[config.mk]
export PLATFORM = sky130hd
export DESIGN_NAME = mem_port_arbiter_flat
export DESIGN_NICKNAME = d
export VERILOG_FILES = /design/src/rtl/mem_port_arbiter_if.sv /design/src/rtl/mem_port_arbiter.sv /design/src/flat_wrapper.sv
export SDC_FILE = /design/constraint.sdc
export NUM_CORES = 1
export LEC_CHECK = 0
export ABC_AREA = 1
export CAP_MARGIN = 15
export CORE_MARGIN = 1.5
export CORE_UTILIZATION = 38
export DETAILED_ROUTE_END_ITERATION = 8
export PLACE_DENSITY_LB_ADDON = 0.3
export SETUP_SLACK_MARGIN = 0.2
export SYNTH_ARGS = -nofsm -noshare
export SYNTH_HDL_FRONTEND = slang
export SYNTH_SLANG_ARGS = --single-unit
export TNS_END_PERCENT = 30
[constraint.sdc]
create_clock -name clk -period 4.6 [get_ports clk]
set_clock_uncertainty 0.1 [all_clocks]
set_input_delay 0.92 -clock clk [delete_from_list [all_inputs] [get_ports clk]]
set_output_delay 0.92 -clock clk [all_outputs]
set_load 0.005 [all_outputs]
[src/rtl/mem_port_arbiter_if.sv]
// +----------------------------------------------------------------------------+
// | mem_port_arbiter_if : requester, memory and status bundle of the arbiter    |
// | Rev 1.0                                                                      |
// +----------------------------------------------------------------------------+
`default_nettype none
`timescale 1ns/1ps

interface mem_port_arbiter_if #(
  parameter int ADDR_W = 32,
  parameter int DATA_W = 32
);
  logic              if_req;
  logic [ADDR_W-1:0] if_addr;
  logic              if_ready;
  logic [DATA_W-1:0] if_rdata;
  logic              d_req;
  logic              d_we;
  logic              d_byte;
  logic [ADDR_W-1:0] d_addr;
  logic [DATA_W-1:0] d_wdata;
  logic              d_ready;
  logic [DATA_W-1:0] d_rdata;
  logic              mem_req;
  logic              mem_we;
  logic              mem_byte;
  logic [ADDR_W-1:0] mem_addr;
  logic [DATA_W-1:0] mem_wdata;
  logic [DATA_W-1:0] mem_rdata;
  logic              busy;

  // master: the arbiter itself; slave: requesters plus the memory
  modport master (
    input  if_req, if_addr, d_req, d_we, d_byte, d_addr, d_wdata, mem_rdata,
    output if_ready, if_rdata, d_ready, d_rdata,
    output mem_req, mem_we, mem_byte, mem_addr, mem_wdata, busy
  );

  modport slave (
    output if_req, if_addr, d_req, d_we, d_byte, d_addr, d_wdata, mem_rdata,
    input  if_ready, if_rdata, d_ready, d_rdata,
    input  mem_req, mem_we, mem_byte, mem_addr, mem_wdata, busy
  );
endinterface

`default_nettype wire

[src/rtl/mem_port_arbiter.sv]
// +----------------------------------------------------------------------------+
// | mem_port_arbiter : shares one fixed-latency memory port between fetch and   |
// | data requesters with alternating priority.                  Rev 1.0         |
// +----------------------------------------------------------------------------+
`default_nettype none
`timescale 1ns/1ps

module mem_port_arbiter #(
  parameter int MEM_LATENCY = 3,
  parameter int ADDR_W      = 32,
  parameter int DATA_W      = 32
) (
  input  logic               clk,
  input  logic               reset,
  mem_port_arbiter_if.master bus
);

  localparam int              CNT_W    = (MEM_LATENCY > 1) ? $clog2(MEM_LATENCY) : 1;
  localparam logic [CNT_W-1:0] CNT_LOAD = CNT_W'(MEM_LATENCY - 1);

  typedef enum logic [2:0] {
    IDLE   = 3'd0,
    BUSY_I = 3'd1,
    BUSY_D = 3'd2,
    RESP_I = 3'd3,
    RESP_D = 3'd4
  } state_t;

  state_t            r_state;
  state_t            w_state_nxt;
  logic              w_grant_i;
  logic              w_grant_d;
  logic [CNT_W-1:0]  r_cnt;
  logic              r_last_d;
  logic              r_mem_we;
  logic              r_mem_byte;
  logic [ADDR_W-1:0] r_mem_addr;
  logic [DATA_W-1:0] r_mem_wdata;
  logic [DATA_W-1:0] r_if_rdata;
  logic [DATA_W-1:0] r_d_rdata;

  always_ff @(posedge clk or posedge reset) begin
    if (reset) begin
      r_state <= IDLE;
    end else begin
      r_state <= w_state_nxt;
    end
  end

  always_comb begin
    w_state_nxt = r_state;
    w_grant_i   = 1'b0;
    w_grant_d   = 1'b0;
    case (r_state)
      IDLE: begin
        // on contention the side not served last wins
        if (bus.d_req && (!bus.if_req || !r_last_d)) begin
          w_grant_d   = 1'b1;
          w_state_nxt = BUSY_D;
        end else if (bus.if_req) begin
          w_grant_i   = 1'b1;
          w_state_nxt = BUSY_I;
        end
      end
      BUSY_I:  if (r_cnt == '0) w_state_nxt = RESP_I;
      BUSY_D:  if (r_cnt == '0) w_state_nxt = RESP_D;
      RESP_I:  w_state_nxt = IDLE;
      RESP_D:  w_state_nxt = IDLE;
      default: w_state_nxt = IDLE;
    endcase
  end

  always_ff @(posedge clk or posedge reset) begin
    if (reset) begin
      r_cnt       <= '0;
      r_last_d    <= 1'b0;
      r_mem_we    <= 1'b0;
      r_mem_byte  <= 1'b0;
      r_mem_addr  <= '0;
      r_mem_wdata <= '0;
      r_if_rdata  <= '0;
      r_d_rdata   <= '0;
    end else if (w_grant_d) begin
      r_mem_addr  <= bus.d_addr;
      r_mem_we    <= bus.d_we;
      r_mem_byte  <= bus.d_byte;
      r_mem_wdata <= bus.d_wdata;
      r_cnt       <= CNT_LOAD;
      r_last_d    <= 1'b1;
    end else if (w_grant_i) begin
      r_mem_addr  <= bus.if_addr;
      r_mem_we    <= 1'b0;
      r_mem_byte  <= 1'b0;
      r_mem_wdata <= '0;
      r_cnt       <= CNT_LOAD;
      r_last_d    <= 1'b0;
    end else if (r_state == BUSY_I || r_state == BUSY_D) begin
      if (r_cnt != '0) begin
        r_cnt <= r_cnt - 1'b1;
      end else if (r_state == BUSY_I) begin
        r_if_rdata <= bus.mem_rdata;
      end else if (r_mem_we) begin
        r_d_rdata <= '0;
      end else if (r_mem_byte) begin
        r_d_rdata <= {{(DATA_W-8){bus.mem_rdata[7]}}, bus.mem_rdata[7:0]};
      end else begin
        r_d_rdata <= bus.mem_rdata;
      end
    end
  end

  assign bus.mem_req   = (r_state == BUSY_I) || (r_state == BUSY_D);
  assign bus.if_ready  = (r_state == RESP_I);
  assign bus.d_ready   = (r_state == RESP_D);
  assign bus.busy      = (r_state != IDLE);
  assign bus.mem_we    = r_mem_we;
  assign bus.mem_byte  = r_mem_byte;
  assign bus.mem_addr  = r_mem_addr;
  assign bus.mem_wdata = r_mem_wdata;
  assign bus.if_rdata  = r_if_rdata;
  assign bus.d_rdata   = r_d_rdata;

endmodule

`default_nettype wire

[src/flat_wrapper.sv]
// flat-port wrapper written by rule: the top's interface ports become plain ports
module mem_port_arbiter_flat 
#(
  parameter int MEM_LATENCY = 3,
  parameter int ADDR_W      = 32,
  parameter int DATA_W      = 32
)
  (clk, reset, bus_if_req, bus_if_addr, bus_d_req, bus_d_we, bus_d_byte, bus_d_addr, bus_d_wdata, bus_mem_rdata, bus_if_ready, bus_if_rdata, bus_d_ready, bus_d_rdata, bus_mem_req, bus_mem_we, bus_mem_byte, bus_mem_addr, bus_mem_wdata, bus_busy);
  mem_port_arbiter_if #(.ADDR_W(ADDR_W), .DATA_W(DATA_W)) bus_i ();
  input  logic clk;
  input  logic reset;
  input wire logic [$bits(bus_i.if_req)-1:0] bus_if_req;
  input wire logic [$bits(bus_i.if_addr)-1:0] bus_if_addr;
  input wire logic [$bits(bus_i.d_req)-1:0] bus_d_req;
  input wire logic [$bits(bus_i.d_we)-1:0] bus_d_we;
  input wire logic [$bits(bus_i.d_byte)-1:0] bus_d_byte;
  input wire logic [$bits(bus_i.d_addr)-1:0] bus_d_addr;
  input wire logic [$bits(bus_i.d_wdata)-1:0] bus_d_wdata;
  input wire logic [$bits(bus_i.mem_rdata)-1:0] bus_mem_rdata;
  output wire logic [$bits(bus_i.if_ready)-1:0] bus_if_ready;
  output wire logic [$bits(bus_i.if_rdata)-1:0] bus_if_rdata;
  output wire logic [$bits(bus_i.d_ready)-1:0] bus_d_ready;
  output wire logic [$bits(bus_i.d_rdata)-1:0] bus_d_rdata;
  output wire logic [$bits(bus_i.mem_req)-1:0] bus_mem_req;
  output wire logic [$bits(bus_i.mem_we)-1:0] bus_mem_we;
  output wire logic [$bits(bus_i.mem_byte)-1:0] bus_mem_byte;
  output wire logic [$bits(bus_i.mem_addr)-1:0] bus_mem_addr;
  output wire logic [$bits(bus_i.mem_wdata)-1:0] bus_mem_wdata;
  output wire logic [$bits(bus_i.busy)-1:0] bus_busy;
  assign bus_i.if_req = bus_if_req;
  assign bus_i.if_addr = bus_if_addr;
  assign bus_i.d_req = bus_d_req;
  assign bus_i.d_we = bus_d_we;
  assign bus_i.d_byte = bus_d_byte;
  assign bus_i.d_addr = bus_d_addr;
  assign bus_i.d_wdata = bus_d_wdata;
  assign bus_i.mem_rdata = bus_mem_rdata;
  assign bus_if_ready = bus_i.if_ready;
  assign bus_if_rdata = bus_i.if_rdata;
  assign bus_d_ready = bus_i.d_ready;
  assign bus_d_rdata = bus_i.d_rdata;
  assign bus_mem_req = bus_i.mem_req;
  assign bus_mem_we = bus_i.mem_we;
  assign bus_mem_byte = bus_i.mem_byte;
  assign bus_mem_addr = bus_i.mem_addr;
  assign bus_mem_wdata = bus_i.mem_wdata;
  assign bus_busy = bus_i.busy;
  mem_port_arbiter #(.MEM_LATENCY(MEM_LATENCY), .ADDR_W(ADDR_W), .DATA_W(DATA_W)) u_core (.clk(clk), .reset(reset), .bus(bus_i));
endmodule
Word level (Yosys, flattened, before mapping)

Cells that the tools add are included.

Bits in registers: 136
Input port bits: 134
Output and inout port bits: 134
Logic and storage cells: 61

Add/sub/neg operators: 1
Equal/unequal tests: 7
Muxes and demuxes: 24
Bitwise operators: 4
Reduce and logical (&&, ||, !) cells: 16

Operator list:

| kind                                                | count |
|---|---|
| two-way mux 32 bit                                  | 6 |
| two-way mux 3 bit                                   | 4 |
| AND reduction 5 bit                                 | 2 |
| two-way mux 1 bit                                   | 9 |
| case mux 3 bit (3 select lines)                     | 1 |
| nonzero test 3 bit                                  | 3 |
| two-way mux 2 bit                                   | 4 |
| equality test 3 x 2 -> 1 bit, second input constant | 2 |
| != test 2 x 1 -> 1 bit, second input constant       | 2 |
| inverter 1 bit                                      | 4 |
| nonzero test 2 bit                                  | 2 |
| equality test 3 x 1 -> 1 bit, second input constant | 1 |
| equality test 3 bit, second input constant          | 1 |
| logical NOT 3 bit                                   | 1 |
| != test 3 x 2 -> 1 bit, second input constant       | 1 |
| AND reduction 3 bit                                 | 1 |
| logical NOT 1 bit                                   | 2 |
| logical NOT 2 bit                                   | 1 |
| logical OR 1 bit                                    | 2 |
| AND reduction 2 bit                                 | 1 |
| subtractor 2 x 1 -> 2 bit, second input constant    | 1 |
| logical AND 1 bit                                   | 1 |

Longest topological paths before layout

Depth after elaboration: 7
Mapped depth: 9
Gate-level depth less buffers: 7

Worst setup path before layout

OpenSTA, ideal clock, no wires.

Path kind: reg-to-output
From: register u_core.r_state[0]
To: output port bus_mem_req
Arrival time: 878 ps
Data required time: 3,580 ps
Slack: 2,702 ps
Cell stages (with the launch flop): 4
Path buffers: 0
Path through: dfrtp_1 -> inv_2 -> nand3_1 -> nand2_1

Cells in the longest elaborated chain, start to end: 2
Elaborated cells between the ends (all ways): 3
Those cells by class: eq/ne: 2; reduce/logical: 1

Ends and longest elaborated chain:

| item                                                                         | line                    | text |
|---|---|---|
| from (decl)                                                                  | mem_port_arbiter.sv:29  | `state_t r_state;` |
| from (signal assigned)                                                       | mem_port_arbiter.sv:46  | `r_state <= w_state_nxt;` |
| equality test 3 x 1 -> 1 bit or equality test 3 x 2 -> 1 bit (tied branches) | mem_port_arbiter.sv:112 | `assign bus.mem_req = (r_state == BUSY_I) \|\| (r_state == BUSY_D);` |
| logical OR 1 bit *                                                           | mem_port_arbiter.sv:112 |  |
| to (decl)                                                                    | flat_wrapper.sv:24      | `output wire logic [$bits(bus_i.mem_req)-1:0] bus_mem_req;` |

Every way passes the cells marked *; elsewhere a longest branch is shown, timed or not.

Worst setup path in the final report

Ends and elaborated chain as after synthesis.

==> flow_metrics.tcl <==
set metrics [dict create \
    number_of_global_route_vias_before_repair 5340 \
    p_sw_mw 2.21 \
    syn_avg_cell_area_sq_um 7.94 \
    area.growth.synth_to_final_pct 55.8 \
    ys.warnings.count 0 \
    grt_pass1_wl_microns 27900 \
    final.fill_count 1462 \
    io_buffer_count 267 \
    critPathKind "flop to primary output" \
    cell_pwr_density_nw_per_um2 670 \
    multi_input_area_sq_um 2050 \
    place_congestion 0.780 \
    asyncSetResetFlopFracSynth_pct 100 \
    cellInternalPower_mw 4.16 \
    row_count 46 \
    whs_endpoint "u_core.bus.mem_addr[13]" \
    synth_area_leader_cell "dfrtp_1" \
    finish.net_count 1154 \
    synth_top_cells_by_area "dfrtp_1 56%, nand2_1 15%, o21ai_0 10%" \
    number_of_synthesized_flops_with_an_enable_pin 0 \
    arrival_time_at_the_worst_endpoint_ns 2.16 \
    vias 5705 \
    netlist-cell-type-count 21 \
    pwr-share-comb_pct 43.4 \
    finalCriticalPeriod_ns 3.18 \
    timing.max_cap.violations 0 \
    maximum_number_of_pins_on_one_net_before_global_route_repair 137 \
    worstHoldPathType "flop to flop" \
    run_status "completed" \
    final.hold.worst_slack_ns 0.375 \
    drt-initial-drc-count 371 \
    initial_utilization_pct 38.7 \
    least_margin_pin_slew_ns 1.15 \
    drt-vias-per-instance 4.57 \
    clock_tree.root_cell "clkbuf_16" \
    routed_wire_length_per_instance_microns 14.3 \
    cts_buffers 17 \
    synth-main-ff-cell "dfrtp_1" \
    top_level_ports 268 \
    worstHoldPathCells 2 \
    slew_violations 0 \
    coreArea_sq_um 15800 \
    cts_hold_buf 0 \
    antennaDiodeCount 0 \
    worst_r2r_endpoint "u_core.bus.d_rdata[27]" \
    drcViolationCount 0 \
    detail_route.first_pass.iterations 5 \
    seqCellArea_sq_um 3400 \
    post-cts-setup-buffer-count 0 \
    ff2ff_path_depth 6 \
    cts_tree "built" \
    die_height_microns 130 \
    share_of_final_layout_standard_cells_stronger_than_drive_strength_1_pct 4.55 \
    synth_cells 769 \
    slew-limit-headroom_pct 23.1 \
    grt_overflow 0 \
    insertion_delay_ns 0.41 \
    number_of_antenna_violations_at_the_first_check_in_global_routing 0 \
    clock_path_buffers 2 \
    place_hpwl_microns 11900 \
    finalSetupTns_ns 0 \
    die_width_microns 130 \
    yosysMostFrequentCell "nand2_1" \
    crit_path_capture_type "primary output" \
    ir_worst_vdd_uv 402 \
    finalSetupViolations 0 \
    finalHoldViolCount 0 \
    clock_sinks 136 \
    syn_area_sq_um 6110 \
    postSynthRegisterBits 136 \
    rsz0062_at_grt "no" \
    power.share.clock_pct 23.4 \
    clkSlewWorstSetupHoldPaths_ns 0.06 \
    fp.dieArea_sq_um 16800 \
    netlist.area_leader.share_pct 55.7 \
    crit_path_start_kind "flop" \
    leakagePower_nw 4.74 \
    globalRouteTotalUtil_pct 21.4 \
    rrSetupSlack_ns 1.68 \
    h-tree-depth 4 \
    critPathRequiredTime_ns 3.58 \
    seq_power_share_pct 33.2 \
    timing.fmax_mhz 315 \
    switching_share_pct 34.7 \
    final_min_period_over_clock_period_pct 69.1 \
    routed_wl_microns 17900 \
    synth.cells.most_frequent "243 x nand2_1, 136 x dfrtp_1, 122 x o21ai_0, 106 x inv_1, 67 x nor2_1" \
    detail-route-antenna-nets 0 \
    synthesis.nets 904 \
    timing.critical_path.fanout_max 34 \
    reg2reg_from "u_core.r_cnt[0]" \
    worst_hold_startpoint "u_core.bus.mem_addr[13]" \
    cts.repair.resized 0 \
    seq_area_frac_synth_pct 55.7 \
]
## power groups by stage
stage | Sequential, mW | Combinational (mW) | Clock (mW)
finish | 2.12 | 2.77 | 1.49
global route | 2.19 | 3.07 | 1.58
CTS | 2.12 | 2.80 | 1.52
detailed placement | 2.12 | 2.79 | 0
global placement | 2.11 | 2.74 | 0
floorplan | 2.15 | 1.16 | 0
## registers in the layout, indices dropped and copies added (netlist names)
register,flops
u_core.r_last_d,1
u_core.bus.mem_byte,1
u_core.bus.mem_we,1
u_core.bus.mem_wdata,32
u_core.bus.d_rdata,32
u_core.bus.if_rdata,32
u_core.bus.mem_addr,32
u_core.r_state,3
u_core.r_cnt,2
## cells in the final DEF (no fill, tap or decap)
cell type and n:
nor2_1 67, clkinvlp_4 3, a21oi_1 1, inv_6 5, nand3_2 1, nand3_1 38
clkinv_1 1, inv_1 105, nor3_1 2, inv_8 1, nand2_1 242, buf_12 1
nand4_1 2, clkbuf_16 17, nor2_2 1, nor2_4 2, clkdlybuf4s50_1 267, dfrtp_1 136
a31oi_1 1, buf_4 6, inv_2 2, nand2_2 1, ha_1 1, bufinv_16 4
clkinv_4 3, o21ai_0 122
## worst max path at each step
stage,start,to,slack (ns),depth (start not counted)
final,u_core.r_state[0],bus_mem_req,1.42,5
after global routing,u_core.r_state[0],bus_mem_req,1.30,5
after CTS,u_core.r_state[0],bus_mem_req,1.38,5
after detailed placement,bus_d_req,u_core.bus.mem_addr[11],1.54,8
after global placement,bus_d_req,u_core.bus.mem_addr[11],1.62,8
after floorplan,reset,u_core.bus.d_rdata[0],1.89,1
## critical path, cell delays in order, from the launching register on
cell,delay [ns]
dfrtp_1,0.48
inv_2,0.13
nand3_1,0.09
buf_4,0.34
nand2_1,0.17
clkdlybuf4s50_1,0.53
## final cells by class
| class | instances | area share (%) |
|---|---|---|
| Clock buffer | 17 | 4.47 |
| Clock inverter | 15 | 2.27 |
| Inverter | 109 | 4.34 |
| Multi-Input combinational cell | 481 | 21.6 |
| Sequential cell | 136 | 35.8 |
| Tap cell | 216 | 2.84 |
| Timing Repair Buffer | 274 | 28.8 |
## metal layers
metal	part of all wire (%)	vias up	GRT usage, %
li1	-	2859	-
met1	42	2619	27.2
met2	47	210	33.9
met3	9.2	17	8.20
met4	1.2	0	6.80
met5	0	-	0
## stage by stage
stage	setup slack [ns]	instances	total power [mW]	instance area (sq um)	util (%)
5_1_grt	1.30	1248	6.83	9520	60.4
4_1_cts	1.38	1248	6.44	9520	60.4
3_3_place_gp	1.62	1216	4.85	8880	56.3
2_1_floorplan	1.89	769	3.31	6110	-
6_report	1.42	1248	6.37	9520	60.4
3_5_place_dp	1.54	1216	4.91	8880	56.3
## cells by family (layout without fill, tap and decap cells)
group / count (synthesis) / count (layout) / share of synthesized area (%)
AND/OR/NAND/NOR: 356 / 356 / 23.2
buffers and inverters: 152 / 415 / 10.7
flip-flops: 136 / 136 / 55.7
AO/OA/AOI/OAI: 124 / 124 / 10.2
adder cells (fa/ha/maj): 1 / 1 / 0.205
(Power assumes the default switching activity.)
